## config.mk

```make
export PLATFORM = sky130hd
export DESIGN_NAME = pmp_req_arbiter
export DESIGN_NICKNAME = d
export VERILOG_FILES = /design/src/rtl/pmp_pkg.sv /design/src/rtl/pmp_rr_arb2.sv /design/src/rtl/pmp_req_arbiter.sv
export SDC_FILE = /design/constraint.sdc
export NUM_CORES = 1
export LEC_CHECK = 0
export BUFFER_PORTS_ARGS = -buffer_cell sky130_fd_sc_hd__buf_2
export CAP_MARGIN = 40
export CORE_UTILIZATION = 50
export DETAILED_ROUTE_END_ITERATION = 10
export PLACE_DENSITY = 0.85
export SYNTH_ARGS = -nofsm -noshare
export SYNTH_HDL_FRONTEND = slang
export SYNTH_SLANG_ARGS = --single-unit
```

## constraint.sdc

```tcl
create_clock -name clk -period 3.94 [get_ports clk]
set_clock_uncertainty 0.1 [all_clocks]
set_input_delay 0.788 -clock clk [delete_from_list [all_inputs] [get_ports clk]]
set_output_delay 0.788 -clock clk [all_outputs]
set_load 0.05 [all_outputs]
```

## src/rtl/pmp_pkg.sv

```systemverilog
// Shared PMP definitions: access-type encodings and fault-cause constants
// used by the request arbiter and anything that talks to the PMP checker.
`timescale 1ns/1ps
package pmp_pkg;

   typedef enum logic [1:0] {
      ACC_R   = 2'b00,
      ACC_W   = 2'b01,
      ACC_X   = 2'b10,
      ACC_RSV = 2'b11
   } acc_type_e;

   typedef enum logic [1:0] {
      CAUSE_NONE,
      CAUSE_DENIED,
      CAUSE_TIMEOUT,
      CAUSE_RESERVED
   } fault_cause_e;

   typedef struct packed {
      logic fault;
      logic timeout;
   } resp_flags_t;

   // Widest timer needed for the largest legal timeout (64 cycles).
   localparam int TIMER_W = 6;

   function automatic resp_flags_t cause_flags(fault_cause_e cause);
      resp_flags_t f;
      f.fault   = (cause != CAUSE_NONE);
      f.timeout = (cause == CAUSE_TIMEOUT);
      return f;
   endfunction

endpackage

```

## src/rtl/pmp_rr_arb2.sv

```systemverilog
// Two-way round-robin grant: a lone valid wins; on a tie the port that did
// not win last time is granted.
`timescale 1ns/1ps
module pmp_rr_arb2 (
   input  logic [1:0] valid_i,
   input  logic       last_grant_i,
   output logic [1:0] grant_o
);

   always_comb begin
      grant_o = 2'b00;
      if (valid_i[0] && (!valid_i[1] || last_grant_i)) begin
         grant_o = 2'b01;
      end else if (valid_i[1]) begin
         grant_o = 2'b10;
      end
   end

endmodule

```

## src/rtl/pmp_req_arbiter.sv

```systemverilog
// Shares one PMP checker between the instruction (port 0) and data (port 1)
// requesters, one transaction at a time, with a checker-response timeout.
`timescale 1ns/1ps
module pmp_req_arbiter
   import pmp_pkg::*;
#(
   parameter int ADDR_W      = 32,
   parameter int TIMEOUT_CYC = 32
) (
   input  logic              clk,
   input  logic              rstn,
   input  logic              req0_valid,
   output logic              req0_ready,
   input  logic [ADDR_W-1:0] req0_addr,
   input  logic [1:0]        req0_type,
   output logic              resp0_valid,
   input  logic              resp0_ready,
   output logic              resp0_fault,
   output logic              resp0_timeout,
   input  logic              req1_valid,
   output logic              req1_ready,
   input  logic [ADDR_W-1:0] req1_addr,
   input  logic [1:0]        req1_type,
   output logic              resp1_valid,
   input  logic              resp1_ready,
   output logic              resp1_fault,
   output logic              resp1_timeout,
   output logic              chk_valid,
   input  logic              chk_ready,
   output logic [ADDR_W-1:0] chk_addr,
   output logic [1:0]        chk_type,
   input  logic              chk_resp_valid,
   input  logic              chk_fault
);

   typedef enum logic [1:0] {S_IDLE, S_ISSUE, S_WAIT, S_RESP} state_e;

   localparam logic [TIMER_W-1:0] TMO_LAST = TIMER_W'(TIMEOUT_CYC - 1);

   state_e              state_q,      state_d;
   logic                owner_q,      owner_d;
   logic                last_grant_q, last_grant_d;
   logic [ADDR_W-1:0]   addr_q,       addr_d;
   acc_type_e           type_q,       type_d;
   logic                chk_valid_q,  chk_valid_d;
   logic [TIMER_W-1:0]  timer_q,      timer_d;
   logic                stale_q,      stale_d;
   logic [1:0]          resp_valid_q, resp_valid_d;
   resp_flags_t         flags_q,      flags_d;

   logic [1:0] grant;
   logic       accept;
   logic       resp_live;
   logic       resp_ack;

   pmp_rr_arb2 u_arb (
      .valid_i      ({req1_valid, req0_valid}),
      .last_grant_i (last_grant_q),
      .grant_o      (grant)
   );

   assign accept    = (state_q == S_IDLE) && (grant != 2'b00);
   assign resp_live = chk_resp_valid && !stale_q;
   assign resp_ack  = owner_q ? resp1_ready : resp0_ready;

   always_comb begin
      // NOTE: every next-state value starts as a hold of its register so no
      // path through the case below can leave one unassigned (no latches).
      state_d      = state_q;
      owner_d      = owner_q;
      last_grant_d = last_grant_q;
      addr_d       = addr_q;
      type_d       = type_q;
      chk_valid_d  = chk_valid_q;
      timer_d      = timer_q;
      stale_d      = stale_q;
      resp_valid_d = resp_valid_q;
      flags_d      = flags_q;

      // A response owed to a timed-out transaction is swallowed wherever it lands.
      if (stale_q && chk_resp_valid) begin
         stale_d = 1'b0;
      end

      unique case (state_q)
         S_IDLE: begin
            if (accept) begin
               state_d      = S_ISSUE;
               owner_d      = grant[1];
               last_grant_d = grant[1];
               addr_d       = grant[1] ? req1_addr : req0_addr;
               type_d       = acc_type_e'(grant[1] ? req1_type : req0_type);
               chk_valid_d  = (type_d != ACC_RSV);
            end
         end
         S_ISSUE: begin
            if (type_q == ACC_RSV) begin
               state_d      = S_RESP;
               flags_d      = cause_flags(CAUSE_RESERVED);
               resp_valid_d = owner_q ? 2'b10 : 2'b01;
            end else if (chk_ready) begin
               state_d     = S_WAIT;
               chk_valid_d = 1'b0;
               timer_d     = '0;
            end
         end
         S_WAIT: begin
            timer_d = timer_q + TIMER_W'(1);
            if (resp_live) begin
               state_d      = S_RESP;
               flags_d      = cause_flags(chk_fault ? CAUSE_DENIED : CAUSE_NONE);
               resp_valid_d = owner_q ? 2'b10 : 2'b01;
            end else if (timer_q == TMO_LAST) begin
               state_d      = S_RESP;
               flags_d      = cause_flags(CAUSE_TIMEOUT);
               resp_valid_d = owner_q ? 2'b10 : 2'b01;
               stale_d      = 1'b1;
            end
         end
         S_RESP: begin
            if (resp_ack) begin
               state_d      = S_IDLE;
               resp_valid_d = 2'b00;
               flags_d      = '0;
            end
         end
         default: state_d = S_IDLE;
      endcase
   end

   always_ff @(posedge clk or negedge rstn) begin
      // NOTE: state uses non-blocking assignments so every register samples
      // the pre-edge values; the latched address/type are reset too so chk_addr
      // and chk_type never show X after reset.
      if (!rstn) begin
         state_q      <= S_IDLE;
         owner_q      <= 1'b0;
         last_grant_q <= 1'b1;
         addr_q       <= '0;
         type_q       <= ACC_R;
         chk_valid_q  <= 1'b0;
         timer_q      <= '0;
         stale_q      <= 1'b0;
         resp_valid_q <= 2'b00;
         flags_q      <= '0;
      end else begin
         state_q      <= state_d;
         owner_q      <= owner_d;
         last_grant_q <= last_grant_d;
         addr_q       <= addr_d;
         type_q       <= type_d;
         chk_valid_q  <= chk_valid_d;
         timer_q      <= timer_d;
         stale_q      <= stale_d;
         resp_valid_q <= resp_valid_d;
         flags_q      <= flags_d;
      end
   end

   assign req0_ready    = (state_q == S_IDLE) && grant[0];
   assign req1_ready    = (state_q == S_IDLE) && grant[1];
   assign chk_valid     = chk_valid_q;
   assign chk_addr      = addr_q;
   assign chk_type      = type_q;
   assign resp0_valid   = resp_valid_q[0];
   assign resp1_valid   = resp_valid_q[1];
   assign resp0_fault   = flags_q.fault;
   assign resp1_fault   = flags_q.fault;
   assign resp0_timeout = flags_q.timeout;
   assign resp1_timeout = flags_q.timeout;

endmodule

```

# After elaboration in Yosys (flattened, before gate mapping)
# Index checks and enable logic that the tools add are counted.
[word_totals] regBits=50 in_bits=77 mem_bits_ro=0 mem_bits_rw=0 latch_bits=0 mem_count=0
[classes] n_eq_ne=14 n_bitwise=0 add_sub_neg=1 shifts=0 n_mux=32 n_reduce_logical=20 multipliers=0 order_cmp=0 n_div=0
[op_table] operator="two-way mux 32 bit" n=1
[op_table] operator="two-way mux 2 bit" n=15
[op_table] operator="two-way mux 6 bit" n=2
[op_table] operator="inequality test 2 bit, second input constant" n=6
[op_table] operator="one-hot mux 2 bit (3 select lines)" n=2
[op_table] operator="one-hot mux 6 bit (2 select lines)" n=1
[op_table] operator="AND reduction 4 bit" n=3
[op_table] operator="two-way mux 1 bit" n=9
[op_table] operator="one-hot mux 2 bit (4 select lines)" n=1
[op_table] operator="nonzero test 2 bit" n=4
[op_table] operator="adder 6 x 1 -> 6 bit, second input constant" n=1
[op_table] operator="equality test 2 bit, second input constant" n=3
[op_table] operator="equality test 6 x 5 -> 1 bit, second input constant" n=1
[op_table] operator="logical AND 1 bit" n=6
[op_table] operator="inequality test 3 bit, second input constant" n=2
[op_table] operator="AND reduction 3 bit" n=1
[op_table] operator="nonzero test 3 bit" n=1
[op_table] operator="equality test 1 x 2 -> 1 bit, second input constant" n=1
[op_table] operator="equality test 2 x 1 -> 1 bit, second input constant" n=1
[op_table] operator="zero test 1 bit" n=2
[op_table] operator="zero test 2 bit" n=1
[op_table] operator="one-hot mux 1 bit (2 select lines)" n=1
[op_table] operator="AND reduction 2 bit" n=1
[op_table] operator="logical OR 1 bit" n=1

# Logic depth before layout (Yosys ltp)
# Gate-level depths: netlist of the first run.
[depth] ltp_word=8 ltp_mapped=7 depth_no_buf=6

# Hierarchy
# Synthesis of the first run repeated with hierarchy kept, for this count alone.
[unflattened] hier_cells=243 area_unflattened_um2=2479.9
[modules_own_cells] module="pmp_req_arbiter" n_inst=1 area_per_inst_um2=2461.1 seq_area_each_um2=1252.5 cells_per_inst=240
[modules_own_cells] module="pmp_rr_arb2" n_inst=1 area_per_inst_um2=18.8 seq_area_each_um2=0.0 cells_per_inst=3

# Worst setup path after synthesis of the first run
# Ideal clock, no wire load.
[synth_timing] kind="input -> output" startpoint="in req1_valid" endpoint="out req1_ready" slack_ps=1464 stages=3 t_arrival_ps=1588 n_path_buf=1 cell_sequence="a21boi_1 > buf_4 > and2_1"
[synth_between] elab_chain_cells=5 elab_cells_between_ends=6 cone_classes="mux (2); reduce/logical (4)"
[synth_lines] element="start: declaration" line="pmp_req_arbiter.sv:20" source="input logic req1_valid,"
[synth_lines] element="zero test 1 bit" line="pmp_rr_arb2.sv:12" source="if (valid_i[0] && (!valid_i[1] || last_grant_i)) begin"
[synth_lines] element="logical OR 1 bit" line="pmp_rr_arb2.sv:12"
[synth_lines] element="logical AND 1 bit" line="pmp_rr_arb2.sv:12"
[synth_lines] element="two-way mux 2 bit (*)" line="pmp_rr_arb2.sv:12"
[synth_lines] element="logical AND 1 bit (*)" line="pmp_req_arbiter.sv:161" source="assign req1_ready = (state_q == S_IDLE) && grant[1];"
[synth_lines] element="end: declaration" line="pmp_req_arbiter.sv:21" source="output logic req1_ready,"
# Every way passes the cells marked *; elsewhere a longest branch is shown, timed or not.

# Worst setup path after layout of the first run
[layout_timing] startpoint="reg state_q[0]" endpoint="out req0_ready"
[layout_between] elab_chain_cells=2
[layout_lines] element="start: declaration" line="pmp_req_arbiter.sv:40" source="state_e state_q, state_d;"
[layout_lines] element="start signal: assignment" line="pmp_req_arbiter.sv:147" source="state_q <= state_d;"
[layout_lines] element="zero test 2 bit" line="pmp_req_arbiter.sv:160" source="assign req0_ready = (state_q == S_IDLE) && grant[0];"
[layout_lines] element="logical AND 1 bit" line="pmp_req_arbiter.sv:160"
[layout_lines] element="end: declaration" line="pmp_req_arbiter.sv:13" source="output logic req0_ready,"
# Every way passes these cells.

==> impl_metrics.csv, run 1 <==
group,metric,value,unit
clock_tree,cts_max_level,2,
logic_synthesis,ys_ff_latch,50,
cells_and_area,syn_to_final_growth,28.6,%
place,gp_congestion,0.781,
worst_setup_path,worstReg2RegStart,"state_q[0]",
logic_synthesis,avgSynthCellArea,10.3,sq um
worst_setup_path,endpoint_kind,"output port",
clock_tree,cts_inserted_buffers,5,
sta,fmax,385,MHz
power,leakagePower,1.69,nW
worst_setup_path,crit_arrival,1710,ps
power,pwr-share-clk,10.0,%
clock_tree,root_buffer,"clkbuf_8",
global_route,grt_pass1_vias,2075,
global_route,grt_max_degree,40,
drt,top_layer_used,"met4",
cells_and_area,antennaDiodeCount,0,
place,portBuffers,119,
global_route,antenna_found_initial,0,
logic_synthesis,synth_cell_type_count,35,
clock_tree,cts_tree,"built",
power,swShare,53.1,%
flow_run,maxCapViolCount,0,
power,combinationalPowerShare,58.3,%
clock_tree,clock-sinks,50,
clock_tree,cts.clk_slew.worst_paths,80,ps
sta,period_needed,2600,ps
logic_synthesis,synth_ff_type,"dfrtp_1",
worst_setup_path,crit_chain,"inv_1, ha_1, o211ai_1, inv_1, buf_2",
floorplanning,coreArea,4790,sq um
power,power_density,864,nW/um^2
worst_setup_path,cp_slowest_cell,"dfrtp_1",
sta,worstMarginPinSlew,798,ps
sta,rsz0062_at_grt,"false",
min_path,hold_class,"in -> async",
drt,wl_per_cell,12.9,um
global_route,gr-total-overflow,0,
sta,maxSlewHeadroom,46.6,%
floorplanning,chipWidth,73.0,um
worst_setup_path,cp.required,3050,ps
logic_synthesis,syn_nets,326,
logic_synthesis,synthesis.area,2520,sq um
floorplanning,start_util,52.7,%
clock_tree,cts.path.max_buffers,2,
floorplanning,die_y,73.0,um
clock_tree,clock_latency,290,ps
clock_tree,post_cts.repair.setup_buffers,0,
clock_tree,cts-resized-gates,0,
drt,drtAntennaViolNets,0,
logic_synthesis,synth_edf_count,0,
power,switching_power,1.49,mW
drt,route.met3.wl,348,um
floorplanning,design.portCount,120,
sta,slew_violations,0,
sta,min_period_over_period,65.9,%
place,dp_hpwl,4190,um
drt,drt-initial-drc-count,91,
drt,drt-total-wl,5480,um
sta,tns,0,ps
power,internal_power,1.32,mW
cells_and_area,drive_above_1_share,39.1,%
worst_setup_path,cp_max_fo,8,
logic_synthesis,yosys_warnings,0,
floorplanning,rows,25,
cells_and_area,utilization,67.8,%
worst_setup_path,worst-setup-path-type,"reg -> out",
cells_and_area,multi_input_area,1170,sq um
worst_setup_path,cp_slowest_stage_delay,410,ps
logic_synthesis,ys_seq_area_share,49.7,%
global_route,grtUsageTotal,21.7,%
logic_synthesis,synthCells,244,
drt,drc_errors,0,
clock_tree,cts_hold_buf,0,
drt,dr_total_vias,2110,
power,ir_worst_vdd,0.000531,V
cells_and_area,regArea,1250,sq um
worst_setup_path,start_kind,"flop",
worst_setup_path,rrSetupSlack,1650,ps
outcome,status,"completed",
drt,first_pass_iters,4,
worst_setup_path,cpMostUsedCell,"inv_1",
floorplanning,die_area,5330,sq um
sta,setup_viol,0,
drt,wl_met2,2780,um
drt,wl_met1,2320,um
drt,vias_per_cell,4.96,
global_route,grt_first_pass_wirelength,8980,um
cells_and_area,fillCellCount,398,
worst_setup_path,ff2ff_path_depth,6,
worst_setup_path,r2r_end,"timer_q[5]",
logic_synthesis,ys_async_sr_fraction,100,%
cells_and_area,nets,440,
sta,finalHoldViolCount,0,
power,pwr-share-seq,31.7,%
## state kept, by name, summed over array words and instances (netlist names)
register,count
chk_addr,32
last_grant_q,1
state_q,2
chk_type,2
stale_q,1
timer_q,6
resp_valid_q,2
resp0_timeout,1
chk_valid,1
owner_q,1
resp0_fault,1
## critical path: cells and delay by family, from the launching register on
family          cells  cell delay (ps)
buf+inv             3              460
fa+ha+maj           1              340
compound gates      1              200
flops               1              410
## logic make-up (layout without fill, tap and decap cells)
| kind of cell | Yosys count | count (layout) | synth area share (%) |
|---|---|---|---|
| buffers and inverters | 22 | 136 | 4.81 |
| muxes | 40 | 40 | 16.1 |
| AOI/OAI and AO/OA | 63 | 63 | 15.4 |
| and+or+nand+nor | 64 | 64 | 11.6 |
| adders and majority gates | 5 | 5 | 2.48 |
| DFF | 50 | 50 | 49.7 |
## worst max path at each step
| stage | start | endpoint | slack [ps] |
|---|---|---|---|
| floorplan | req1_valid | req1_ready | 1460 |
| detailed placement | req1_valid | req1_ready | 1480 |
| global route | state_q[0] | req0_ready | 1200 |
| global placement | req1_valid | req1_ready | 1530 |
| finish | state_q[0] | req0_ready | 1340 |
| CTS | state_q[0] | req0_ready | 1340 |
## cell usage in the layout (no fill, tap or decap), types with 4 or more instances in the layout
cell      instances
dfrtp_1          49
a22o_1            4
o21ai_0          43
buf_2           119
clkbuf_8          5
inv_1             7
mux2i_1          36
ha_1              5
nand2b_1          5
mux2_2            4
nand2_1          44
## per-stage QoR
stage,hold WS [ps],area (sq um),cells,power (mW),worst slack [ps]
finish,376,3240,425,2.80,1340
global route,400,3240,425,3.01,1200
CTS,385,3240,425,2.83,1340
detailed placement,363,3160,418,2.55,1480
global placement,356,3140,417,2.50,1530
floorplan,342,2520,244,2.17,1460
## metal layers
metal	vias up	global-route usage [%]
met4	0	5.23
met3	2	6.35
met2	79	38.7
met5	-	0
met1	959	25.7
li1	1070	-
## cell type report
class	instances	share of cell area [%]
sequential	50	38.6
multi-input combinational	172	36.1
timing repair buffer	122	19.4
tap	67	2.58
clock buffer	6	2.24
inverter	7	0.810
clock inverter	1	0.231
## power groups by stage
stage | Sequential (mW) | Combinational (mW) | Clock (mW)
floorplan | 1.55 | 0.624 | 0
global placement | 0.893 | 1.61 | 0
detailed placement | 0.895 | 1.65 | 0
CTS | 0.890 | 1.65 | 0.291
global route | 0.921 | 1.78 | 0.313
finish | 0.888 | 1.64 | 0.280
## Yosys cell counts (3+ instances only)
master | number | area, sq um
mux2_2 | 4 | 45.0
buf_6 | 3 | 33.8
ha_1 | 5 | 62.6
mux2i_1 | 36 | 360
buf_4 | 3 | 22.5
nand2b_1 | 5 | 31.3
dfrtp_1 | 49 | 1230
nand2_1 | 44 | 165
inv_1 | 7 | 26.3
a22o_1 | 4 | 35.0
buf_2 | 4 | 20.0
clkbuf_1 | 5 | 18.8
nand3_1 | 3 | 15.0
nor2b_1 | 3 | 18.8
a21oi_1 | 3 | 15.0
o21ai_0 | 43 | 215
(Power assumes the default switching activity.)
==> run 2, diff against run 1 <==
--- a/config.mk
+++ b/config.mk
@@ -7,9 +7,9 @@
 export LEC_CHECK = 0
 export BUFFER_PORTS_ARGS = -buffer_cell sky130_fd_sc_hd__buf_2
 export CAP_MARGIN = 40
-export CORE_UTILIZATION = 50
+export CORE_UTILIZATION = 46
 export DETAILED_ROUTE_END_ITERATION = 10
-export PLACE_DENSITY = 0.85
+export PLACE_DENSITY = 0.79
 export SYNTH_ARGS = -nofsm -noshare
 export SYNTH_HDL_FRONTEND = slang
 export SYNTH_SLANG_ARGS = --single-unit
==> constraint.sdc (replaced) <==
create_clock -name clk -period 2.4 [get_ports clk]
set_clock_uncertainty 0.1 [all_clocks]
set_input_delay 0.48 -clock clk [delete_from_list [all_inputs] [get_ports clk]]
set_output_delay 0.48 -clock clk [all_outputs]
set_load 0.05 [all_outputs]
==> run 2 against run 1 <==
Against the previous run:
- routed wire length shrank 3.2%
- setup slack lost 1100 ps
- power grew 70%
- final cell count grew 1.4%
- design area grew 1.4%
- combinational power grew 65%
- global-route usage shrank 2.4 points
- critical path type unchanged
- largest power group unchanged
==> impl_metrics.csv, run 2 (synthesis results as in run 1) <==
group,metric,value,unit
worst_setup_path,cp.required,1820,ps
clock_tree,cts-resized-gates,0,
clock_tree,cts.path.max_buffers,2,
drt,drtAntennaViolNets,0,
clock_tree,clock_latency,290,ps
sta,layout_setup_ws,223,ps
power,combinationalPowerShare,56.8,%
global_route,grt_first_pass_wirelength,8940,um
drt,vias_per_cell,4.87,
power,fin_total_pwr,4.77,mW
floorplanning,die_y,76.1,um
clock_tree,cts_max_level,2,
place,dp_hpwl,4030,um
floorplanning,start_util,48.5,%
sta,slew_violations,0,
sta,min_period_over_period,90.7,%
cells_and_area,antennaDiodeCount,0,
power,ir_worst_vdd,0.000834,V
worst_setup_path,cp_max_fo,8,
place,portBuffers,119,
worst_setup_path,endpoint_kind,"output port",
floorplanning,die_area,5780,sq um
min_path,hold_class,"in -> async",
sta,tns,0,ps
sta,period_needed,2180,ps
place,gp_congestion,0.755,
drt,drt-initial-drc-count,60,
worst_setup_path,ff2ff_path_depth,5,
sta,finalHoldViolCount,0,
cells_and_area,nets,442,
global_route,grtUsageTotal,19.4,%
sta,setup_viol,0,
clock_tree,cts.clk_slew.worst_paths,90,ps
drt,drt-total-wl,5300,um
clock_tree,clock-sinks,50,
power,internal_power,2.32,mW
sta,fmax,459,MHz
sta,maxSlewHeadroom,61.3,%
drt,first_pass_iters,4,
place,pre_cts_slack,436,ps
power,switching_power,2.45,mW
clock_tree,root_buffer,"clkbuf_8",
clock_tree,cts_hold_buf,0,
power,leakagePower,1.72,nW
worst_setup_path,crit_arrival,1600,ps
cells_and_area,largest_register_ff_count,32,
flow_run,maxCapViolCount,0,
floorplanning,design.portCount,120,
cells_and_area,drive_above_1_share,39.9,%
worst_setup_path,worst-setup-path-type,"reg -> out",
sta,rsz0062_at_grt,"false",
clock_tree,cts_inserted_buffers,5,
drt,dr_total_vias,2100,
outcome,status,"completed",
cells_and_area,fillCellCount,447,
drt,wl_per_cell,12.3,um
global_route,grt_pass1_vias,2004,
power,pwr-share-seq,30.6,%
clock_tree,post_cts.repair.setup_buffers,0,
cells_and_area,final_cell_mix,"119 x buf_2, 49 x dfrtp_1, 44 x nand2_1, 43 x o21ai_0, 36 x mux2i_1",
drt,drc_errors,0,
global_route,antenna_found_initial,0,
power,power_density,1450,nW/um^2
floorplanning,chipWidth,76.1,um
power,pwr-share-clk,12.6,%
floorplanning,rows,26,
global_route,gr-total-overflow,0,
power,swShare,51.4,%
worst_setup_path,start_kind,"flop",
clock_tree,cts_tree,"built",
global_route,grt_max_degree,70,
cells_and_area,layout_commonest_cell,"buf_2",
floorplanning,coreArea,5200,sq um
sta,holdWs,20.3,ps
sta,worstMarginPinSlew,581,ps
cells_and_area,syn_to_final_growth,30.4,%
==> run 2: power by group through the flow <==
stage | logic, mW | registers (mW) | clock network (mW)
finish | 2.71 | 1.46 | 0.603
global route | 2.92 | 1.51 | 0.661
CTS | 2.73 | 1.46 | 0.626
detailed placement | 2.73 | 1.47 | 0
global placement | 2.67 | 1.47 | 0
floorplan | 1.02 | 2.54 | 0
==> run 2: path summary, 6_finish.rpt <==
path	start	endpoint	slack (ps)
worst max-delay path	state_q[0]	req0_ready	220
worst min-delay path	rstn	chk_addr[10]	20
worst max register to register	state_q[0]	resp_valid_q[1]	520
worst min register to register	chk_addr[27]	chk_addr[27]	380
max in group asynchronous	rstn	chk_addr[4]	1560
min in group clk	chk_resp_valid	stale_q	360
==> run 2: area by class of cell <==
type / instances / area (sq um) / share of cell area (%)
flip-flops and latches: 50 / 1250 / 38.1
multi-input cells: 172 / 1170 / 35.7
repair buffers: 124 / 633 / 19.2
well taps: 70 / 87.6 / 2.66
clock buffers: 7 / 86.3 / 2.62
clock inverters: 1 / 30.0 / 0.913
inverters: 7 / 26.3 / 0.799
==> run 2: worst max-delay path: stages (launching register included) <==
cell and delay (ps):
dfrtp_1 410, inv_1 120, ha_2 290, o211ai_1 160
inv_1 70, buf_2 250
==> run 2: metal layers <==
layer  up-vias  routed length, um  GRT usage (%)  share of wire [%]
li1       1078                  -              -                  -
met1       936               2320           23.0                 44
met2        84               2600           33.8                 49
met3         2                363           6.23                6.8
met4         0                 25           5.19               0.47
met5         -                  0              0                  0
==> run 2: through the flow <==
step | instance area [sq um] | util (%) | cells
final | 3290 | 63.2 | 431
after global routing | 3290 | 63.2 | 431
after CTS | 3290 | 63.1 | 431
after detailed placement | 3170 | 60.9 | 423
after global placement | 3170 | 60.9 | 423
after floorplan | 2520 | - | 244
==> run 3, diff against run 2 <==
==> constraint.sdc (replaced) <==
create_clock -name clk -period 2.4 [get_ports clk]
set_clock_uncertainty 0.1 [all_clocks]
set_input_delay 0.48 -clock clk [delete_from_list [all_inputs] [get_ports clk]]
set_output_delay 0.48 -clock clk [all_outputs]
set_load 0.02 [all_outputs]
==> run 3 against run 2 <==
Against the previous run:
- count of clock-buffer cells in the layout is 1 lower
- sequential cell count stayed put
- setup slack worse by 11 ps
- register-to-register slack worse by 40 ps
- final cell count is 0.23% lower
- non-clock buffer count is 1 lower
- clock power is 17% lower
- first-iteration DRC count is 35% higher
- critical endpoint unchanged
- routed wire length is 0.55% lower
- core utilization is 0.12 points lower
- design area is 0.19% lower
- critical path depth stayed put
==> impl_metrics.csv, run 3 (synthesis results as in run 1) <==
group,metric,value,unit
outcome,status,"completed",
clock_tree,cts_tree,"built",
drt,wl_per_cell,12.3,um
power,combinationalPowerShare,49.6,%
sta,layout_setup_ws,212,ps
sta,setup_viol,0,
worst_setup_path,ff2ff_path_depth,6,
place,dp_hpwl,4060,um
worst_setup_path,start_kind,"flop",
sta,fmax,457,MHz
floorplanning,design.portCount,120,
power,leakagePower,1.71,nW
drt,first_pass_iters,4,
clock_tree,cts_inserted_buffers,5,
worst_setup_path,cp_slowest_stage_delay,410,ps
worst_setup_path,worst-setup-path-type,"reg -> out",
global_route,antenna_found_initial,0,
clock_tree,post_cts.repair.setup_buffers,0,
flow_run,maxCapViolCount,0,
cells_and_area,antennaDiodeCount,0,
power,internal_power,2.21,mW
clock_tree,cts.clk_slew.worst_paths,90,ps
clock_tree,cts.path.max_buffers,2,
global_route,grtUsageTotal,18.8,%
worst_setup_path,cp_slowest_cell,"dfrtp_1",
cells_and_area,largest_register_ff_count,32,
power,switching_power,1.68,mW
place,portBuffers,119,
floorplanning,rows,26,
sta,worstMarginPinSlew,544,ps
drt,drtAntennaViolNets,0,
cells_and_area,nets,441,
cells_and_area,drive_above_1_share,39.7,%
global_route,grt_pass1_vias,1998,
worst_setup_path,crit_buf_inv,3,
worst_setup_path,cp.depth,5,
cells_and_area,final_cell_mix,"119 x buf_2, 49 x dfrtp_1, 44 x nand2_1, 43 x o21ai_0, 36 x mux2i_1",
worst_setup_path,cpMostUsedCell,"inv_1",
power,power_density,1190,nW/um^2
sta,period_needed,2190,ps
power,ir_worst_vdd,0.000601,V
drt,vias_per_cell,4.91,
power,fin_total_pwr,3.89,mW
clock_tree,root_buffer,"clkbuf_8",
cells_and_area,syn_to_final_growth,30.2,%
floorplanning,die_y,76.1,um
clock_tree,clock-sinks,50,
worst_setup_path,rrSetupSlack,480,ps
sta,finalHoldViolCount,0,
drt,drc_errors,0,
floorplanning,coreArea,5200,sq um
worst_setup_path,critPathLaunch,"state_q[0]",
sta,tns,0,ps
cells_and_area,utilization,63.1,%
drt,drt-total-wl,5270,um
sta,rsz0062_at_grt,"false",
sta,maxSlewHeadroom,63.7,%
clock_tree,cts_hold_buf,0,
place,gp_congestion,0.810,
min_path,hold_class,"in -> async",
global_route,grt_max_degree,70,
worst_setup_path,crit_family,"flip-flops",
power,pwr-share-clk,12.9,%
sta,slew_violations,0,
place,pre_cts_slack,495,ps
clock_tree,cts_max_level,2,
floorplanning,die_area,5780,sq um
worst_setup_path,crit_chain,"inv_1, ha_1, o211ai_1, inv_1, buf_2",
floorplanning,chipWidth,76.1,um
worst_setup_path,critPathCapture,"req0_ready",
sta,min_period_over_period,91.2,%
drt,drt-initial-drc-count,81,
floorplanning,start_util,48.5,%
worst_setup_path,cp.required,1820,ps
worst_setup_path,cp_max_fo,8,
global_route,grt_first_pass_wirelength,8800,um
clock_tree,cts-resized-gates,0,
worst_setup_path,endpoint_kind,"output port",
worst_setup_path,r2r_end,"state_q[1]",
global_route,gr-total-overflow,0,
cells_and_area,layout_commonest_cell,"buf_2",
power,pwr-share-seq,37.5,%
drt,dr_total_vias,2113,
worst_setup_path,crit_arrival,1610,ps
worst_setup_path,worstReg2RegStart,"state_q[0]",
cells_and_area,final_area,3280,sq um
place,postPlaceCellArea,3190,sq um
power,swShare,43.2,%
clock_tree,clock_latency,300,ps
## run 3: cell types whose count changed in the layout (fill, tap and decap cells not counted), sizes merged
cell      delta
buf          -1
bufinv       -1
clkbuf       -1
clkinv       +1
clkinvlp     +1
## run 3: power groups by stage
stage | clock network, mW | logic [mW] | registers (mW)
finish | 0.502 | 1.93 | 1.46
global route | 0.555 | 2.12 | 1.52
CTS | 0.515 | 1.96 | 1.46
detailed placement | 0 | 1.97 | 1.47
global placement | 0 | 1.89 | 1.47
floorplan | 0 | 0.969 | 1.83
## run 3: cell type report
type	instances	area (sq um)
timing repair buffer	123	651
fill	442	1920
inverter	7	26.3
clock inverter	2	12.5
tap	70	87.6
multi-input combinational	172	1170
sequential	50	1250
clock buffer	6	82.6
## run 3: worst min path at each step
stage | to | slack, ps | depth (start not counted)
final | chk_addr[9] | 50 | 1
after global routing | chk_addr[9] | 90 | 1
after CTS | chk_addr[27] | 60 | 1
after detailed placement | chk_addr[10] | 370 | 2
after global placement | chk_addr[27] | 360 | 2
after floorplan | chk_addr[0] | 80 | 0
## run 3: stage by stage
step / instances / hold slack (ps)
CTS: 430 / 62.2
detailed placement: 422 / 366
finish: 430 / 55.0
global placement: 422 / 359
global route: 430 / 86.4
floorplan: 244 / 84.4
## run 3: routing by layer
metal  up-vias  share of wire, %  track usage [%]
met1       951                46             24.1
li1       1072                 -                -
met4         0              0.63             5.96
met2        86                47             30.9
met3         4               6.7             5.39
met5         -                 0                0
## run 3: worst register-to-register path: cells and delay by family, from the launching register on
family,cells,cell delay [ps]
multiplexers,1,340
buffers and inverters,1,130
flip-flops,1,410
AO/OA/AOI/OAI,1,90
adder cells (fa/ha/maj),1,340
AND/OR/NAND/NOR,2,400
